===== src/rtl/reset_sequencer_if.sv =====
// Request/status bundle between the reset monitors, the CPU core and reset_sequencer.
// The master drives the requests, pc and clear; the slave (the sequencer) drives reset and status.
interface reset_sequencer_if;
    logic [3:0]  req;
    logic [15:0] pc;
    logic        cause_clr;
    logic        sys_rst;
    logic        busy;
    logic [3:0]  rst_cause;
    logic [7:0]  rst_cnt;

    modport master (
        output req, pc, cause_clr,
        input  sys_rst, busy, rst_cause, rst_cnt
    );

    modport slave (
        input  req, pc, cause_clr,
        output sys_rst, busy, rst_cause, rst_cnt
    );
endinterface


===== src/rtl/reset_sequencer.sv =====
// Holds the CPU in reset for RST_HOLD cycles after the last request, then waits for the reset-vector fetch.
// Optional cause/episode logging is enabled with macro VRASED_RESET_CAUSE_LOG_EN.
module reset_sequencer #(
    parameter int unsigned RST_HOLD      = 16,
    parameter logic [15:0] RESET_HANDLER = 16'hFFFE
) (
    input  logic             clk,
    input  logic             reset_n,
    reset_sequencer_if.slave bus
);

    typedef enum logic [1:0] {
        IDLE   = 2'b00,
        ASSERT = 2'b01,
        BOOT   = 2'b10
    } state_t;

    localparam logic [7:0] HOLD_RELOAD = 8'(RST_HOLD - 1);

    state_t     r_state;
    logic [7:0] r_hold;
    logic       r_sys_rst;
    logic       r_busy;

    logic w_any_req;
    logic w_pc_hit;

    assign w_any_req = |bus.req;
    assign w_pc_hit  = (bus.pc == RESET_HANDLER);

    // Outputs are registered alongside the state so nothing combinational reaches them.
    always_ff @(posedge clk or negedge reset_n) begin
        if (!reset_n) begin
            r_state   <= ASSERT;
            r_hold    <= HOLD_RELOAD;
            r_sys_rst <= 1'b1;
            r_busy    <= 1'b1;
        end else begin
            case (r_state)
                IDLE: begin
                    if (w_any_req) begin
                        r_state   <= ASSERT;
                        r_hold    <= HOLD_RELOAD;
                        r_sys_rst <= 1'b1;
                        r_busy    <= 1'b1;
                    end else begin
                        r_sys_rst <= 1'b0;
                        r_busy    <= 1'b0;
                    end
                end
                ASSERT: begin
                    r_sys_rst <= 1'b1;
                    r_busy    <= 1'b1;
                    if (w_any_req) begin
                        r_hold <= HOLD_RELOAD;
                    end else if (r_hold == '0) begin
                        r_state   <= BOOT;
                        r_sys_rst <= 1'b0;
                    end else begin
                        r_hold <= r_hold - 8'd1;
                    end
                end
                BOOT: begin
                    // A fresh request outranks the reset-vector fetch in the same cycle.
                    if (w_any_req) begin
                        r_state   <= ASSERT;
                        r_hold    <= HOLD_RELOAD;
                        r_sys_rst <= 1'b1;
                        r_busy    <= 1'b1;
                    end else if (w_pc_hit) begin
                        r_state   <= IDLE;
                        r_sys_rst <= 1'b0;
                        r_busy    <= 1'b0;
                    end else begin
                        r_sys_rst <= 1'b0;
                        r_busy    <= 1'b1;
                    end
                end
                default: begin
                    r_state   <= ASSERT;
                    r_hold    <= HOLD_RELOAD;
                    r_sys_rst <= 1'b1;
                    r_busy    <= 1'b1;
                end
            endcase
        end
    end

    assign bus.sys_rst = r_sys_rst;
    assign bus.busy    = r_busy;

`ifdef VRASED_RESET_CAUSE_LOG_EN
    logic [3:0] r_rst_cause;
    logic [7:0] r_rst_cnt;
    logic       w_clr;
    logic       w_episode_start;

    assign w_clr           = bus.cause_clr && (r_state == IDLE);
    assign w_episode_start = w_any_req && ((r_state == IDLE) || (r_state == BOOT));

    // Clear is applied before the OR-in, so a coincident request survives the clear.
    always_ff @(posedge clk or negedge reset_n) begin
        if (!reset_n) begin
            r_rst_cause <= '0;
            r_rst_cnt   <= '0;
        end else begin
            r_rst_cause <= (w_clr ? 4'b0000 : r_rst_cause) | bus.req;
            if (w_episode_start) begin
                if (w_clr) begin
                    r_rst_cnt <= 8'd1;
                end else if (r_rst_cnt != 8'hFF) begin
                    r_rst_cnt <= r_rst_cnt + 8'd1;
                end
            end else if (w_clr) begin
                r_rst_cnt <= '0;
            end
        end
    end

    assign bus.rst_cause = r_rst_cause;
    assign bus.rst_cnt   = r_rst_cnt;
`else
    assign bus.rst_cause = '0;
    assign bus.rst_cnt   = '0;
`endif

endmodule


===== src/flat_wrapper.sv =====
// flat-port wrapper written by rule: the top's interface ports become plain ports
module reset_sequencer_flat 
#(
    parameter int unsigned RST_HOLD      = 16,
    parameter logic [15:0] RESET_HANDLER = 16'hFFFE
)
  (clk, reset_n, bus_req, bus_pc, bus_cause_clr, bus_sys_rst, bus_busy, bus_rst_cause, bus_rst_cnt);
  reset_sequencer_if bus_i ();
  input  logic clk;
  input  logic reset_n;
  input wire logic [$bits(bus_i.req)-1:0] bus_req;
  input wire logic [$bits(bus_i.pc)-1:0] bus_pc;
  input wire logic [$bits(bus_i.cause_clr)-1:0] bus_cause_clr;
  output wire logic [$bits(bus_i.sys_rst)-1:0] bus_sys_rst;
  output wire logic [$bits(bus_i.busy)-1:0] bus_busy;
  output wire logic [$bits(bus_i.rst_cause)-1:0] bus_rst_cause;
  output wire logic [$bits(bus_i.rst_cnt)-1:0] bus_rst_cnt;
  assign bus_i.req = bus_req;
  assign bus_i.pc = bus_pc;
  assign bus_i.cause_clr = bus_cause_clr;
  assign bus_sys_rst = bus_i.sys_rst;
  assign bus_busy = bus_i.busy;
  assign bus_rst_cause = bus_i.rst_cause;
  assign bus_rst_cnt = bus_i.rst_cnt;
  reset_sequencer #(.RST_HOLD(RST_HOLD), .RESET_HANDLER(RESET_HANDLER)) u_core (.clk(clk), .reset_n(reset_n), .bus(bus_i));
endmodule

===== config.mk =====
export PLATFORM = sky130hd
export DESIGN_NAME = reset_sequencer_flat
export DESIGN_NICKNAME = d
export VERILOG_FILES = /design/src/rtl/reset_sequencer_if.sv /design/src/rtl/reset_sequencer.sv /design/src/flat_wrapper.sv
export SDC_FILE = /design/constraint.sdc
export NUM_CORES = 1
export LEC_CHECK = 0
export BUFFER_PORTS_ARGS = -buffer_cell sky130_fd_sc_hd__buf_4
export CORE_MARGIN = 5
export CORE_UTILIZATION = 44
export DETAILED_ROUTE_END_ITERATION = 12
export GPL_TIMING_DRIVEN = 0
export PLACE_DENSITY = 0.87
export SYNTH_ARGS = -nofsm -noshare
export SYNTH_HDL_FRONTEND = slang
export SYNTH_SLANG_ARGS = --single-unit

===== constraint.sdc =====
create_clock -name clk -period 2.1 [get_ports clk]
set_clock_uncertainty 0.15 [all_clocks]
set_input_delay 0.315 -clock clk [delete_from_list [all_inputs] [get_ports clk]]
set_output_delay 0.315 -clock clk [all_outputs]
set_load 0.01 [all_outputs]

**Word-level counts from Yosys, hierarchy flattened**

Cells that the tools add are included.

- Input bits: 23
- Flip-flop bits (word level): 12
- Word-level logic and storage cells: 37

- Reduce and logical (&&, ||, !) cells: 6
- Mux-type cells: 17
- Add/subtract/negate cells: 1
- Equal/unequal tests: 9

Operators with widths:

| operator | number |
|---|---|
| two-way mux 8 bit | 3 |
| == test 16 bit (second input constant) | 1 |
| case mux 8 bit (2 select lines) | 1 |
| two-way mux 2 bit | 5 |
| zero test 8 bit | 1 |
| subtractor 8 x 1 -> 8 bit (second input constant) | 1 |
| != test 2 x 1 -> 1 bit (second input constant) | 3 |
| case mux 2 bit (3 select lines) | 1 |
| two-way mux 1 bit | 5 |
| case mux 1 bit (2 select lines) | 2 |
| AND reduction 4 bit | 1 |
| OR reduction 4 bit | 1 |
| != test 3 x 1 -> 1 bit (second input constant) | 1 |
| != test 3 x 2 -> 1 bit (second input constant) | 1 |
| == test 2 x 1 -> 1 bit (second input constant) | 1 |
| == test 2 bit (second input constant) | 1 |
| zero test 2 bit | 1 |
| != test 2 bit (second input constant) | 1 |
| AND reduction 2 bit | 1 |
| OR reduction 2 bit | 1 |

**Logic depth before layout (Yosys ltp)**

- Depth after elaboration: 4
- Depth in mapped cells: 6

**Least setup slack after synthesis**

OpenSTA, ideal clock, no wires.

- Path kind: register to register
- From: register u_core.r_hold[0]
- To: register u_core.r_hold[4]
- Library setup time: 0.079 ns
- Setup slack: 0.191 ns
- Path buffers: 0
- Stages on the path, launching flop included: 7
- Arrival time: 1.680 ns
- Required time: 1.871 ns
- Cells stage by stage: dfstp_2 inv_1 ha_1 or4b_4 o221ai_2 or4_1 a21oi_1

- Longest elaborated chain between the ends: 4

RTL lines:

| element | RTL line | source |
|---|---|---|
| from (decl) | reset_sequencer.sv:21 | `logic [7:0] r_hold;` |
| from (signal assigned) | reset_sequencer.sv:60 | `r_hold <= r_hold - 8'd1;` |
| subtractor 8 x 1 -> 8 bit | reset_sequencer.sv:60 |  |
| two-way mux 8 bit | reset_sequencer.sv:56 | `end else if (r_hold == '0) begin` |
| two-way mux 8 bit | reset_sequencer.sv:54 | `if (w_any_req) begin` |
| case mux 8 bit (2 select lines) | reset_sequencer.sv:39 | `case (r_state)` |

Parallel ways exist; a longest one is shown, timed or not. The select of a mux whose other input is x is not followed.
A chain may end at the register's enable or synchronous reset.

**Worst setup path in the final report**

Same ends and word-level chain as after synthesis.

==> summary.txt <==
Final layout
  • ANT cells: 0
  • Share of layout cells above drive strength 1: 47.5%
  • Layout area overhead: 39.6%
  • Nets: 143

Clock network
  • Worst-path clk slew: 0.07 ns
  • Clk root buf: clkbuf_4
  • Post-CTS Setup Bufs: 0
  • CTS sink count: 12
  • TritonCTS clock tree: built
  • Clock latency on the worst-skew pair: 0.27 ns
  • CTS H-tree lvls: 1
  • Bufs on Longest Clock Path: 2
  • Total CTS buffers: 3

Critical path
  • Worst R2R Path Depth: 6
  • Crit path max fanout: 5
  • Worst Setup End Kind: flop
  • Terminus of the critical flop-to-flop path: u_core.r_hold[4]
  • Reg2Reg Setup Slack: 0.07 ns
  • Worst EP arrival: 2.07 ns
  • WS Path Type: reg -> reg
  • Startpoint Class: flop
  • Worst R2R Start: u_core.r_hold[0]
  • CP Data Required Time: 2.15 ns

Logic synthesis
  • Commonest cells post-synth: buf_4, nand2_1, dfstp_2
  • Area leader, netlist: dfstp_2
  • Synth warn: 0
  • Yosys cell types: 30
  • Sequential area share after synthesis: 40.6%
  • EDFF count, synth: 0
  • Mapped Avg Cell Area: 9.63 um^2
  • Syn Inst Count: 79
  • Async SR Flop Fraction: 100%
  • Synthesized area: 761 um^2
  • Synth top area cells: dfstp_2, dfrtp_1, buf_4
  • Count leader, synth: buf_4
  • Main synth FF type: dfstp_2
  • Flops & latches, synth: 12
  • Top cell type's share of synthesized area: 24.2%

Die
  • Num rows: 15
  • Initial Utilization: 45.0%
  • DIE AREA: 2660 um^2
  • Chip Width: 51.6 um
  • CORE AREA: 1690 um^2
  • # IOs: 37
  • Die Ht: 51.6 um

Pwr
  • Clk pwr share: 37.4%
  • Max VDD drop: 0.000287 V
  • Reg power frac: 48.0%
  • Combinational fraction of design power: 14.6%
  • Leakage: 0.000461 uW
  • Switch Pwr: 105 uW
  • Sw Share: 21.6%
  • Power Dens Cells: 457 nW/um^2
  • P_int: 381 uW

Min path
  • Hold Path End: u_core.r_state[0]
  • Hold Path Stages: 3
  • Hold_sp: bus_req[2]
  • Hold Crit Class: in -> reg

Timing
  • Tightest Pin Transition: 0.747 ns
  • Crit share post-route: 96.5%
  • Final hold violation count: 0
  • RSZ-0062 raised after global routing: no
  • Final Setup Violations: 0
  • Tmin final: 2.03 ns
  • WHS: 0.153 ns
  • Relative slew margins: 49.7%
  • Setup TNS: 0 ns
  • Highest Clock Rate: 494 MHz
  • Final slew viol count: 0

GRT
  • Largest net degree at the start of global routing: 13
  • Total GRT Usage: 13.2%
  • First-pass GRT wire length: 2680 um
  • Grt ovf: 0
  • Number of global-route vias before repair: 648
  • Initial antenna violation count: 0

Route
  • DR pass1 iterations: 4
  • Metal-1 WL: 590 um
  • Total vias in the final route: 681
  • Metal2 WL: 893 um
  • Vias/cell: 5.04
  • Routed Antenna Nets: 0
  • Max layer used: met4
  • Detailed Route WL: 1650 um
  • Routed wl met3: 127 um
  • WL per Instance: 12.2 um
  • # DRC: 0
  • Starting DRT DRC Count: 14

Placement
  • Gpl congestion: 0.753
  • IO Port Bufs: 23

Job
  • Max_cap viols: 0

Status
  • Run status: finished, final reports clean
power by group through the flow:
stage / Sequential, uW / Combinational (uW) / Clock, uW
2_1_floorplan: 237 / 32.3 / 0
3_3_place_gp: 237 / 66.7 / 0
3_5_place_dp: 237 / 68.8 / 0
4_1_cts: 233 / 70.2 / 184
5_1_grt: 233 / 78.2 / 192
6_report: 233 / 71.0 / 182
critical path, cell delays in order, from the launching register on:
cell	delay (ns)
dfstp_2	0.54
inv_1	0.07
ha_2	0.21
or4b_4	0.26
o221ai_4	0.14
or4_1	0.43
a21oi_1	0.14
worst max path at each step:
stage | startpoint | end | slack (ns) | cells after the start
after floorplan | u_core.r_hold[0] | u_core.r_hold[4] | 0.19 | 6
after global placement | u_core.r_hold[0] | u_core.r_hold[6] | 0.12 | 6
after detailed placement | u_core.r_hold[0] | u_core.r_hold[4] | 0.06 | 6
after CTS | u_core.r_hold[0] | u_core.r_hold[4] | 0.03 | 6
after global routing | u_core.r_hold[0] | u_core.r_hold[1] | 0.009 | 6
final | u_core.r_hold[0] | u_core.r_hold[4] | 0.07 | 6
area by class of cell:
cell class / count / area, um^2
fill: 140 / 627
multi-input combinational: 59 / 393
sequential: 12 / 309
timing repair buffer: 24 / 183
buffer: 16 / 109
clock buffer: 4 / 36.3
tap: 17 / 21.3
inverter: 3 / 11.3
state kept, by name (all words and copies together) (netlist names):
| name | flops |
|---|---|
| u_core.bus.busy | 1 |
| u_core.r_state | 2 |
| u_core.bus.sys_rst | 1 |
| u_core.r_hold | 8 |
kinds of logic (layout without fill, tap and decap cells):
group,Yosys count,after routing,share of synthesized area [%]
AND/OR/NAND/NOR,28,28,20.7
AO/OA/AOI/OAI,15,15,17.3
adder cells (fa/ha/maj),1,1,1.64
buffers and inverters,19,47,15.8
other,1,12,0.493
XOR/XNOR,3,3,3.45
flip-flops,12,12,40.6
what timing repair did:
item	in CTS	in global routing
hold endpoints to repair	12	0
setup endpoints to repair	0	6
hold buffers	1	0
resized for setup	0	3
per-stage QoR:
stage	cell area, um^2	util (%)	setup slack, ns	cells	power [uW]
floorplan	802	-	0.191	90	269
global placement	996	59.0	0.116	130	304
detailed placement	996	59.0	0.0572	130	306
CTS	1040	61.7	0.0315	135	487
global route	1060	62.9	0.00926	135	503
finish	1060	62.9	0.0745	135	486
cell usage in the layout (no fill, tap or decap), types with 3 or more instances in the layout:
| master | synthesis | layout |
|---|---|---|
| a21oi_1 | 3 | 3 |
| buf_2 | 3 | 3 |
| buf_4 | 12 | 35 |
| clkbuf_4 | 0 | 3 |
| conb_1 | 1 | 12 |
| dfrtp_1 | 5 | 5 |
| dfstp_2 | 7 | 7 |
| inv_1 | 3 | 3 |
| nand2_1 | 8 | 8 |
| nand4_1 | 3 | 3 |
| nor2_1 | 3 | 3 |
| nor3_1 | 3 | 3 |
| nor4_1 | 3 | 3 |
| or4_1 | 3 | 3 |
| xor2_1 | 3 | 3 |
metal layers:
metal / up-vias / global-route usage [%]
met2: 24 / 24.8
met1: 306 / 14.7
met4: 0 / 5.24
li1: 346 / -
met5: - / 0
met3: 5 / 2.01
Note: power is estimated with default switching activity, not from simulation.
